**config.mk**
```make
export PLATFORM = sky130hd
export DESIGN_NAME = multicycle_control
export DESIGN_NICKNAME = d
export VERILOG_FILES = /design/src/rtl/mips_ctrl_pkg.sv /design/src/rtl/multicycle_ctrl_outdec.sv /design/src/rtl/multicycle_control.sv
export SDC_FILE = /design/constraint.sdc
export NUM_CORES = 1
export LEC_CHECK = 0
export CORE_MARGIN = 1.5
export CORE_UTILIZATION = 38
export CTS_CLUSTER_SIZE = 8
export DETAILED_ROUTE_END_ITERATION = 12
export PLACE_DENSITY = 0.81
export SLEW_MARGIN = 20
export SYNTH_ARGS = -nofsm -noshare
export SYNTH_HDL_FRONTEND = slang
export SYNTH_SLANG_ARGS = --single-unit
```
**constraint.sdc**
```tcl
create_clock -name clk -period 4.2 [get_ports clk]
set_clock_uncertainty 0.15 [all_clocks]
set_input_delay 0.84 -clock clk [delete_from_list [all_inputs] [get_ports clk]]
set_output_delay 0.84 -clock clk [all_outputs]
set_load 0.01 [all_outputs]
```
**src/rtl/mips_ctrl_pkg.sv**
```systemverilog
// rtl/mips_ctrl_pkg.sv - shared encodings for the multicycle MIPS control FSM
// Contents: opcode/funct constants, aluControl and aluSrcB encodings,
// the FSM state enumeration and the control-strobe bundle.
package mips_ctrl_pkg;

  localparam logic [5:0] OP_RTYPE = 6'b000000;
  localparam logic [5:0] OP_LW    = 6'b100011;
  localparam logic [5:0] OP_SW    = 6'b101011;
  localparam logic [5:0] OP_BEQ   = 6'b000100;
  localparam logic [5:0] OP_ADDI  = 6'b001000;

  localparam logic [5:0] F_ADD = 6'b100000;
  localparam logic [5:0] F_SUB = 6'b100010;
  localparam logic [5:0] F_AND = 6'b100100;
  localparam logic [5:0] F_OR  = 6'b100101;
  localparam logic [5:0] F_SLT = 6'b101010;

  localparam logic [1:0] ALU_ADD   = 2'b00;
  localparam logic [1:0] ALU_SUB   = 2'b01;
  localparam logic [1:0] ALU_FUNCT = 2'b10;

  localparam logic [1:0] SRCB_REGB   = 2'b00;
  localparam logic [1:0] SRCB_FOUR   = 2'b01;
  localparam logic [1:0] SRCB_IMM    = 2'b10;
  localparam logic [1:0] SRCB_IMMSH2 = 2'b11;

  typedef enum logic [3:0] {
    S_RESET    = 4'd0,
    S_FETCH    = 4'd1,
    S_DECODE   = 4'd2,
    S_MEMADR   = 4'd3,
    S_MEMRD    = 4'd4,
    S_MEMWB    = 4'd5,
    S_MEMWR    = 4'd6,
    S_RTYPE_EX = 4'd7,
    S_RTYPE_WB = 4'd8,
    S_BEQ_EX   = 4'd9,
    S_ADDI_EX  = 4'd10,
    S_ADDI_WB  = 4'd11,
    S_TRAP     = 4'd12,
    S_INTR     = 4'd13
  } state_t;

  typedef struct packed {
    logic [1:0] aluControl;
    logic [1:0] aluSrcB;
    logic       aluSrcA;
    logic       PCSource;
    logic       PCWrite;
    logic       isBranch;
    logic       lorD;
    logic       MemWrite;
    logic       MemtoReg;
    logic       IRWrite;
    logic       RegDst;
    logic       RegWrite;
    logic       isInterrupted;
    logic       irqAck;
    logic       illegalOp;
  } ctrl_t;

  function automatic logic isDefinedFunct(input logic [5:0] f);
    return (f == F_ADD) || (f == F_SUB) || (f == F_AND) || (f == F_OR) || (f == F_SLT);
  endfunction

endpackage

```
**src/rtl/multicycle_ctrl_outdec.sv**
```systemverilog
// rtl/multicycle_ctrl_outdec.sv - Moore output decode of the control FSM state
// Ports:
//   state - current FSM state
//   ctrl  - every datapath control strobe for that state
// Optional: MULTICYCLE_CONTROL_IRQ_EN adds decode of the INTR state.
module multicycle_ctrl_outdec
  import mips_ctrl_pkg::*;
(
  input  state_t state,
  output ctrl_t  ctrl
);

  always_comb begin
    ctrl = '0;
    case (state)
      S_FETCH: begin
        ctrl.IRWrite = 1'b1;
        ctrl.aluSrcB = SRCB_FOUR;
        ctrl.PCWrite = 1'b1;
      end
      // Branch target is computed speculatively while the opcode decodes.
      S_DECODE: ctrl.aluSrcB = SRCB_IMMSH2;
      S_MEMADR, S_ADDI_EX: begin
        ctrl.aluSrcA = 1'b1;
        ctrl.aluSrcB = SRCB_IMM;
      end
      S_MEMRD: ctrl.lorD = 1'b1;
      S_MEMWB: begin
        ctrl.MemtoReg = 1'b1;
        ctrl.RegWrite = 1'b1;
      end
      S_MEMWR: begin
        ctrl.lorD     = 1'b1;
        ctrl.MemWrite = 1'b1;
      end
      S_RTYPE_EX: begin
        ctrl.aluSrcA    = 1'b1;
        ctrl.aluSrcB    = SRCB_REGB;
        ctrl.aluControl = ALU_FUNCT;
      end
      S_RTYPE_WB: begin
        ctrl.RegDst   = 1'b1;
        ctrl.RegWrite = 1'b1;
      end
      S_BEQ_EX: begin
        ctrl.aluSrcA    = 1'b1;
        ctrl.aluControl = ALU_SUB;
        ctrl.PCSource   = 1'b1;
        ctrl.isBranch   = 1'b1;
      end
      S_ADDI_WB: ctrl.RegWrite = 1'b1;
      S_TRAP:    ctrl.illegalOp = 1'b1;
`ifdef MULTICYCLE_CONTROL_IRQ_EN
      S_INTR: begin
        ctrl.isInterrupted = 1'b1;
        ctrl.PCWrite       = 1'b1;
        ctrl.irqAck        = 1'b1;
      end
`endif
      default: ctrl = '0;
    endcase
  end

endmodule

```
**src/rtl/multicycle_control.sv**
```systemverilog
// rtl/multicycle_control.sv - main control FSM of the multicycle MIPS datapath
// Ports:
//   clk, rst           - clock, synchronous active-high reset
//   op, funct          - instruction fields from the datapath IR
//   irq                - level interrupt request
//   aluControl..RegWrite, isInterrupted, irq_ack - datapath strobes
//   illegal_op         - high while halted on an undefined instruction
// Optional: MULTICYCLE_CONTROL_IRQ_EN enables single-level interrupt entry.
module multicycle_control
  import mips_ctrl_pkg::*;
#(
  parameter int STATE_W     = 4,
  parameter bit CHECK_FUNCT = 1'b1
) (
  input  logic       clk,
  input  logic       rst,
  input  logic [5:0] op,
  input  logic [5:0] funct,
  input  logic       irq,
  output logic [1:0] aluControl,
  output logic [1:0] aluSrcB,
  output logic       aluSrcA,
  output logic       PCSource,
  output logic       PCWrite,
  output logic       isBranch,
  output logic       lorD,
  output logic       MemWrite,
  output logic       MemtoReg,
  output logic       IRWrite,
  output logic       RegDst,
  output logic       RegWrite,
  output logic       isInterrupted,
  output logic       irq_ack,
  output logic       illegal_op
);

  logic [STATE_W-1:0] stateQ;
  state_t             state;
  state_t             stateNext;
  state_t             doneNext;
  ctrl_t              ctrl;
  logic               rtypeLegal;
  logic               takeIrq;

  assign state = state_t'(stateQ);

  always_ff @(posedge clk) begin
    if (rst) stateQ <= STATE_W'(S_RESET);
    else     stateQ <= STATE_W'(stateNext);
  end

  assign rtypeLegal = !CHECK_FUNCT || isDefinedFunct(funct);

`ifdef MULTICYCLE_CONTROL_IRQ_EN
  assign takeIrq = irq;
`else
  logic unusedIrq;
  assign unusedIrq = irq;
  assign takeIrq   = 1'b0;
`endif

  // Where every completing instruction goes next.
  assign doneNext = takeIrq ? S_INTR : S_FETCH;

  always_comb begin
    stateNext = S_RESET;
    case (state)
      S_RESET:  stateNext = S_FETCH;
      S_FETCH:  stateNext = S_DECODE;
      S_DECODE: begin
        case (op)
          OP_RTYPE:     stateNext = rtypeLegal ? S_RTYPE_EX : S_TRAP;
          OP_LW, OP_SW: stateNext = S_MEMADR;
          OP_BEQ:       stateNext = S_BEQ_EX;
          OP_ADDI:      stateNext = S_ADDI_EX;
          default:      stateNext = S_TRAP;
        endcase
      end
      S_MEMADR:   stateNext = (op == OP_LW) ? S_MEMRD : S_MEMWR;
      S_MEMRD:    stateNext = S_MEMWB;
      S_RTYPE_EX: stateNext = S_RTYPE_WB;
      S_ADDI_EX:  stateNext = S_ADDI_WB;
      S_MEMWB, S_MEMWR, S_RTYPE_WB, S_BEQ_EX, S_ADDI_WB: stateNext = doneNext;
      S_TRAP:     stateNext = S_TRAP;
`ifdef MULTICYCLE_CONTROL_IRQ_EN
      S_INTR:     stateNext = S_FETCH;
`endif
      default:    stateNext = S_RESET;
    endcase
  end

  multicycle_ctrl_outdec uOutdec (
    .state (state),
    .ctrl  (ctrl)
  );

  // Architectural writes are suppressed in the cycle rst is seen, so an
  // abandoned instruction never commits anything on the reset edge.
  assign PCWrite       = ctrl.PCWrite  & ~rst;
  assign MemWrite      = ctrl.MemWrite & ~rst;
  assign IRWrite       = ctrl.IRWrite  & ~rst;
  assign RegWrite      = ctrl.RegWrite & ~rst;
  assign aluControl    = ctrl.aluControl;
  assign aluSrcB       = ctrl.aluSrcB;
  assign aluSrcA       = ctrl.aluSrcA;
  assign PCSource      = ctrl.PCSource;
  assign isBranch      = ctrl.isBranch;
  assign lorD          = ctrl.lorD;
  assign MemtoReg      = ctrl.MemtoReg;
  assign RegDst        = ctrl.RegDst;
  assign isInterrupted = ctrl.isInterrupted;
  assign irq_ack       = ctrl.irqAck;
  assign illegal_op    = ctrl.illegalOp;

endmodule

```
After elaboration in Yosys (flattened, before gate mapping)

Index checks and enable logic that the tools add are counted.

Word-level logic and storage cells: 53
Input port bits: 15
Register bits: 4

Bitwise operators: 4
Multiplexer cells: 15
Reductions and logical operators: 12
Equality and inequality tests: 21

Operator list:

| kind                 | count |
|---|---|
| $eq A6 B6 Y1 const B | 7 |
| $pmux W4 S8          | 1 |
| $eq A4 B4 Y1 const B | 5 |
| $eq A4 B3 Y1 const B | 4 |
| $pmux W4 S4          | 1 |
| $mux W1              | 9 |
| $eq A4 B2 Y1 const B | 2 |
| $eq A6 B3 Y1 const B | 1 |
| $eq A6 B4 Y1 const B | 1 |
| $logic_not A6 Y1     | 1 |
| $pmux W2 S3          | 1 |
| $reduce_or A2 Y1     | 3 |
| $reduce_or A6 Y1     | 1 |
| $eq A4 B1 Y1 const B | 1 |
| $logic_not A4 Y1     | 1 |
| $logic_or A1 B1 Y1   | 4 |
| $mux W4              | 1 |
| $pmux W2 S2          | 1 |
| $reduce_or A4 Y1     | 1 |
| $and A1 B1 Y1        | 3 |
| $reduce_or A3 Y1     | 1 |
| $mux W2              | 1 |
| $not A1 Y1           | 1 |

Longest topological paths before layout

Word-level depth: 8
Gate-level depth with buffers: 5
Gate-level depth less buffers: 4

Hierarchy

From an unflattened synthesis, not the netlist that was laid out.

Cell total of the unflattened synthesis: 80
Area total of the unflattened synthesis: 616.8 um^2

By module, submodules not included:

| module                 | sequential area each (um^2) | area each (um^2) | cells each | instances |
|---|---|---|---|---|
| multicycle_control     | 80.1                        | 401.6            | 49         | 1 |
| multicycle_ctrl_outdec | 0.0                         | 215.2            | 31         | 1 |

Worst setup path after synthesis

No wires, ideal clock.

Path kind: input to output
Start: input port rst
End: output port PCWrite
Data arrival time: 1.535 ns
Buffers on the path: 1
Data required time: 3.210 ns
Stages: 2
Setup slack: 1.675 ns
Cells stage by stage: nor4_1 -> buf_4

Longest elaborated chain between the ends: 2

Ends and longest elaborated chain:

| item            | RTL line                 | RTL |
|---|---|---|
| start, declared | multicycle_control.sv:16 | `input logic rst,` |
| $not A1 Y1      | multicycle_control.sv:99 | `assign PCWrite = ctrl.PCWrite & ~rst;` |
| $and A1 B1 Y1   | multicycle_control.sv:99 |  |
| end, declared   | multicycle_control.sv:24 | `output logic PCWrite,` |

Every way passes these cells.

Worst setup path after layout

Ends and elaborated chain as after synthesis.

==> impl_summary.md <==
Outcome
The run finished with clean final reports.

Yosys
After synthesis the netlist holds a flip-flop and latch count of 4. For this run, the leading register cell type out of synthesis is sky130_fd_sc_hd__dfxtp_1. By area the synthesized netlist is led by sky130_fd_sc_hd__dfxtp_1 (15%), sky130_fd_sc_hd__buf_4 (12%), sky130_fd_sc_hd__nor2_1 (9.4%). The synthesized netlist cell count is 72.

The most area-hungry cell type in the Yosys netlist is sky130_fd_sc_hd__dfxtp_1. In this run, synthesis inferred 0 flip-flops with an integrated enable. The synthesized area is 520.5 sq um. The Yosys warning count is 0. After synthesis, the largest area contributor takes up 15.38% of total cell area.

The sequential area share after synthesis is 15.38%. Counting distinct cell types in the post-synthesis netlist gives 31. After synthesis, the share of flip-flops with an asynchronous set or reset is 0%. The mean cell area of the mapped netlist is 7.229 sq um.

Global routing
The via count of the first global-routing pass was 476. In the global route stage, met1 resource usage came out at 19.40%. The layer flagged by global routing as most heavily used is met2. The first global-routing pass estimated 1.869 mm of wire.

The leftover overflow at the end of global routing is 0. The initial antenna violation count came to 0. For this run, global-route usage on met3 was measured as 7.222%.

Entering global routing, the biggest net connects 16 pins. The total routing resource utilization after global routing is 17.30%. In the global route stage, met2 resource usage came out at 29.44%.

Clock tree
In this run, post-CTS repair resized a total of 0 instances. The post-CTS clock slew at the launch and capture registers of the worst setup and hold paths is 0.04 ns. The tree built by TritonCTS fans out to 4 sinks. The number of setup buffers added after CTS is 0. The number of levels in the clock H-tree is 1.

The clock tree from TritonCTS is yes. The longest clock path from root to sink contains 2 buffers. TritonCTS created 3 clock buffers. Clock latency on the worst-skew pair, taken at its later pin, is 0.23 ns. The count of hold buffers inserted by post-cts repair is 0. The cell at the root of the clock tree is sky130_fd_sc_hd__clkbuf_4.

Die
The total area inside the core boundary comes to 1285 sq um. For this configuration, the core starts out at a cell density of 40.51%. The floorplan has 13 rows. The die boundary height is 40.01 um.

During I/O placement, the number of pins put on the boundary was 32. The die is 40.01 um wide. The floorplan step defined a die boundary enclosing 1601 sq um.

Final layout
Cells with a size suffix above 1 make up 5.208% of the layout. From synthesis to final layout, the design area changed by 50.96%. The net total in the final layout is 113.

Once layout is complete, the utilization of the core stands at 61.15%. The register with the most flip-flops in the layout has 4 of them. After the flow finishes, the layout carries non-filler instances totaling 111. The number of antenna diodes in the final layout is 0.

Route
The via count is 616. The length of the first detailed-routing pass in iterations is 4. The mean number of vias per cell is 5.550. The final layout contains routed wiring with a total length of 1.282 mm. The first routing iteration left 21 violations.

For this run, design rule violations remaining after detail routing come to 0. The number of routed nets with antenna violations is 0. The average wire length per cell after detail routing is 11.55 um.

Worst setup path
The kind of end point of the critical path is an output port. The number of cells traversed by the worst register-to-register path is 3. The maximum fanout along the worst path is 7.

Data on the critical path arrives at its endpoint at 2.36 ns. The setup path with the least slack is of type primary input to output port. The worst register-to-register path has a setup slack of 2.62 ns. The startpoint identified for the worst register-to-register timing path is state[1]$_SDFF_PP0_.

The startpoint class of the critical path is a primary input. The required time of the critical path is 3.21 ns. The endpoint of the worst register-to-register path is state[1]$_SDFF_PP0_.

Power and ir drop
The worst IR drop on VDD is 0.1755 mV. The leakage dissipation is 0.2769 nW. For this design the ratio of total power to cell area is 243.9 nW/um^2.

Placement
The HPWL after detailed placement is 1.011 mm. The placed instance count is 108. At the end of routability-driven placement, the weighted congestion stood at 0.9112. The count of input and output buffers is 28.

STA
The count of final hold-check violations is 0. The final clock period utilization by the worst path is 79.71%. The achievable clock frequency is 0.2987 GHz. Setup violations remaining at the end of the flow were counted as 0. The final period demand of the worst path is 3.348 ns.

The number of max-slew violations in the final report is 0. Setup repair after global routing left no endpoint under its margin. The setup total negative slack is 0 ns.

Hold path
The path class of the tightest hold or removal check is flop to flop. The launch instance of the worst min-delay path is state[1]$_SDFF_PP0_. The worst hold path cell count is 2. The worst hold endpoint is state[2]$_SDFF_PP0_.

Flow run
The count of max-cap constraint violations is 0.
per-stage QoR:
| stage | total power, mW | hold slack (ns) | worst slack, ns | instance area, sq um |
|---|---|---|---|---|
| floorplan | 0.1086 | 0.3931 | 1.675 | 524.3 |
| global placement | 0.1435 | 0.5037 | 0.8905 | 763.2 |
| detailed placement | 0.1450 | 0.5117 | 0.8610 | 763.2 |
| CTS | 0.1940 | 0.5098 | 0.8547 | 785.8 |
| global route | 0.2056 | 0.5513 | 0.7936 | 785.8 |
| finish | 0.1916 | 0.5092 | 0.8521 | 785.8 |
area by class of cell:
cell class                      count  area (sq um)
Clock buffer                        3         22.52
Fill cell                         127         499.2
Inverter                            2         7.507
Multi-Input combinational cell     59         376.6
Sequential cell                     4         80.08
Tap cell                           15         18.77
Timing Repair Buffer               28         280.3
placed cells by master, fill, tap and decap left out, drive strengths merged, types with 2 or more instances in the layout:
cell type,n
conb,2
inv,2
and3,2
nor3,2
nand2b,4
nand2,4
nor2b,2
nor4,2
xnor2,2
dfxtp,4
nor2,13
a21oi,4
o21ai,2
clkdlybuf4s50,28
o211ai,3
clkbuf,3
nor3b,2
power by group:
| part | total [mW] | internal, mW | switching, mW |
|---|---|---|---|
| Combinational | 0.0874 | 0.0489 | 0.0385 |
| Sequential | 0.0574 | 0.0429 | 0.0145 |
| Clock | 0.0468 | 0.0319 | 0.0149 |
layer usage:
layer,share of wire (%),up-vias
li1,-,307
met1,41,278
met2,49,29
met3,8.2,2
met4,1.6,0
met5,0,-
synth_stat cells, drive strengths merged, types with 2 or more instances:
| cell type | instances |
|---|---|
| a21oi | 4 |
| and3 | 2 |
| buf | 8 |
| dfxtp | 4 |
| inv | 2 |
| nand2 | 4 |
| nand2b | 4 |
| nor2 | 13 |
| nor2b | 2 |
| nor3 | 2 |
| nor3b | 2 |
| nor4 | 2 |
| o211ai | 3 |
| o21ai | 2 |
| xnor2 | 2 |
cells by family (layout without fill, tap and decap cells):
| logic type | count (synthesis) | after routing | synth area share [%] |
|---|---|---|---|
| and+or+nand+nor | 35 | 35 | 39.66 |
| AOI/OAI and AO/OA | 18 | 18 | 23.80 |
| buffers and inverters | 10 | 33 | 12.98 |
| DFF | 4 | 4 | 15.39 |
| xor gates and xnor gates | 2 | 2 | 3.366 |
| muxes | 2 | 2 | 4.086 |
| other | 1 | 2 | 0.7205 |
worst max-delay path: stages:
cell and delay, ns:
sky130_fd_sc_hd__clkdlybuf4s50_1 0.55, sky130_fd_sc_hd__nor4_1 0.37, sky130_fd_sc_hd__clkdlybuf4s50_1 0.60
worst max-delay path by stage:
stage | cells after the start | slack (ns) | to | startpoint
after floorplan | 2 | 1.67 | PCWrite | rst
after global placement | 3 | 0.89 | PCWrite | rst
after detailed placement | 3 | 0.86 | PCWrite | rst
after CTS | 3 | 0.85 | PCWrite | rst
after global routing | 3 | 0.79 | PCWrite | rst
final | 3 | 0.85 | PCWrite | rst
(Power assumes the default switching activity.)
==> edit (config.mk and constraints unchanged) <==
Put a register stage on the output `isInterrupted`, with the module's reset. The value now appears one clock later. The other outputs are not delayed to match.
--- a/src/rtl/multicycle_control.sv
+++ b/src/rtl/multicycle_control.sv
@@ -35,2 +35,4 @@
 );
+
+  logic isInterrupted_d;
 
@@ -110,3 +112,3 @@
   assign RegDst        = ctrl.RegDst;
-  assign isInterrupted = ctrl.isInterrupted;
+  assign isInterrupted_d = ctrl.isInterrupted;
   assign irq_ack       = ctrl.irqAck;
@@ -114,2 +116,10 @@
 
+  always_ff @(posedge clk) begin
+    if (rst) begin
+      isInterrupted <= '0;
+    end else begin
+      isInterrupted <= isInterrupted_d;
+    end
+  end
+
 endmodule
Behaviour: unchanged (equiv_simple and equiv_induct, registers matched by name and starting in step).
==> edit against the unedited design <==
Register-to-register slack got worse by 0.02 ns; sequential power is 9.8% lower; cell count down 3.6%; area after synthesis is 7.0% lower; cell area decreased by 2.9%; power shrank 17%; sequential cell count is the same; combinational power down 34%; hold slack gained 0.011 ns; non-clock buffer count did not move; wire length decreased by 2.0%; setup slack improved by 0.050 ns; critical path type unchanged.
==> edit: results (changes against the unedited design) <==
CTS Root Cell=clkbuf_4; initial antenna violation count=0 (unchanged); delay-heaviest family, CP=buffers and inverters; RD Place Congestion=0.731 (-20%); via/cell ratio=5.33 (-4.0%); post-synthesis sequential area ratio=16.5% (+1.2 points); slowest cell on the critical path=clkdlybuf4s50_1; DR iter-0 viols=2 (-90%); Peak VDD IR=0.202 mV (+15%); wire per inst=11.7 um (+1.6%); ys flop type=dfxtp_1; pre-CTS WS=0.895 ns (+0.0340 ns); final layout net count=110 (-2.7%); FILL cells=115 (-9.4%); DRT Pass-1 Iters=2 (-2); worst slew pin tran=0.522 ns; Max clock buf depth=2 (unchanged); CTS buffer count=3 (unchanged); fraction of registers with async set/reset=0% (unchanged); Clock Latency Late Sink=0.24 ns; post_cts resized=0 (unchanged); first-pass GRT wire length=2.10 mm (+12%); # port buffers=28 (unchanged); outcome=finished, final reports clean; Worst EP arrival=2.31 ns (-0.05 ns); # H-tree levels=1 (unchanged); most frequent cells after synthesis=nor2_1 (12), nor3_1 (5); Hold/Removal Path Class=reg -> reg; vias in the first global route=475 (-0.21%); Synth cell types=35 (+13%); Crit Path Max Fanout=7 (unchanged); Slowest Stage Delay on Critical Path=0.60 ns (about the same); top cells by area, synth=dfxtp_1 (17%), nor2_1 (9.3%), buf_4 (6.2%); number of flip-flops in the largest register=4 (unchanged); postcts setup bufs=0 (unchanged); Worst-path clk slew=0.04 ns (about the same); share of layout cells above drive strength 1=7.53% (+2.3 points); Yosys warning count=0 (unchanged); total negative slack=0 ns (unchanged); HPWL after detailed placement=969 um (-4.2%); pin count of the biggest net entering global routing=16 (unchanged); All-Layer GR Usage=20.5% (+3.2 points); antenna diode count=0 (unchanged); Lkg Pwr=0.264 nW (-4.7%)
-- edit: report_power, final --
part	switching [mW]	total (mW)	internal [mW]
Sequential	0.0108	0.0518	0.0411
Combinational	0.0238	0.0575	0.0337
Clock	0.0174	0.0495	0.0321
Total	0.0520	0.159	0.107
-- edit: final timing paths --
kind                  from       end  slack (ns)  cells after the start
setup / recovery       rst   IRWrite        0.90                      3
hold / removal    state[1]  state[0]        0.52                      1
setup reg to reg  state[3]  state[3]        2.60                      4
hold reg to reg   state[1]  state[0]        0.52                      1
-- edit: area by class of cell --
cell class | count | area (um^2) | area share [%]
Timing Repair Buffer | 28 | 280 | 36.7
Clock buffer | 3 | 22.5 | 2.95
Tap cell | 14 | 17.5 | 2.30
Multi-Input combinational cell | 56 | 355 | 46.6
Inverter | 2 | 7.51 | 0.984
Sequential cell | 4 | 80.1 | 10.5
-- edit: through the flow --
step / util [%] / instance area (um^2) / std cells
2_1_floorplan: - / 488 / 70
3_3_place_gp: 64.9 / 741 / 104
3_5_place_dp: 64.9 / 741 / 104
4_1_cts: 66.9 / 763 / 107
5_1_grt: 66.9 / 763 / 107
6_report: 66.9 / 763 / 107
-- edit: kinds of logic (layout without fill, tap and decap cells) --
kind of cell,Yosys count,after routing,share of synthesized area [%]
AOI/OAI and AO/OA,18,18,27.1
xor gates and xnor gates,1,1,1.81
buffers and inverters,10,33,10.9
DFF,4,4,16.5
and+or+nand+nor,34,34,40.6
other,1,2,0.774
muxes,1,1,2.33
-- edit: layer usage --
layer  vias to the layer above  wire (um)  track usage, %
met2                        25        638            37.1
li1                        295          -               -
met3                         2         52            5.20
met4                         0         16            7.76
met1                       248        549            22.5
met5                         -          0               0
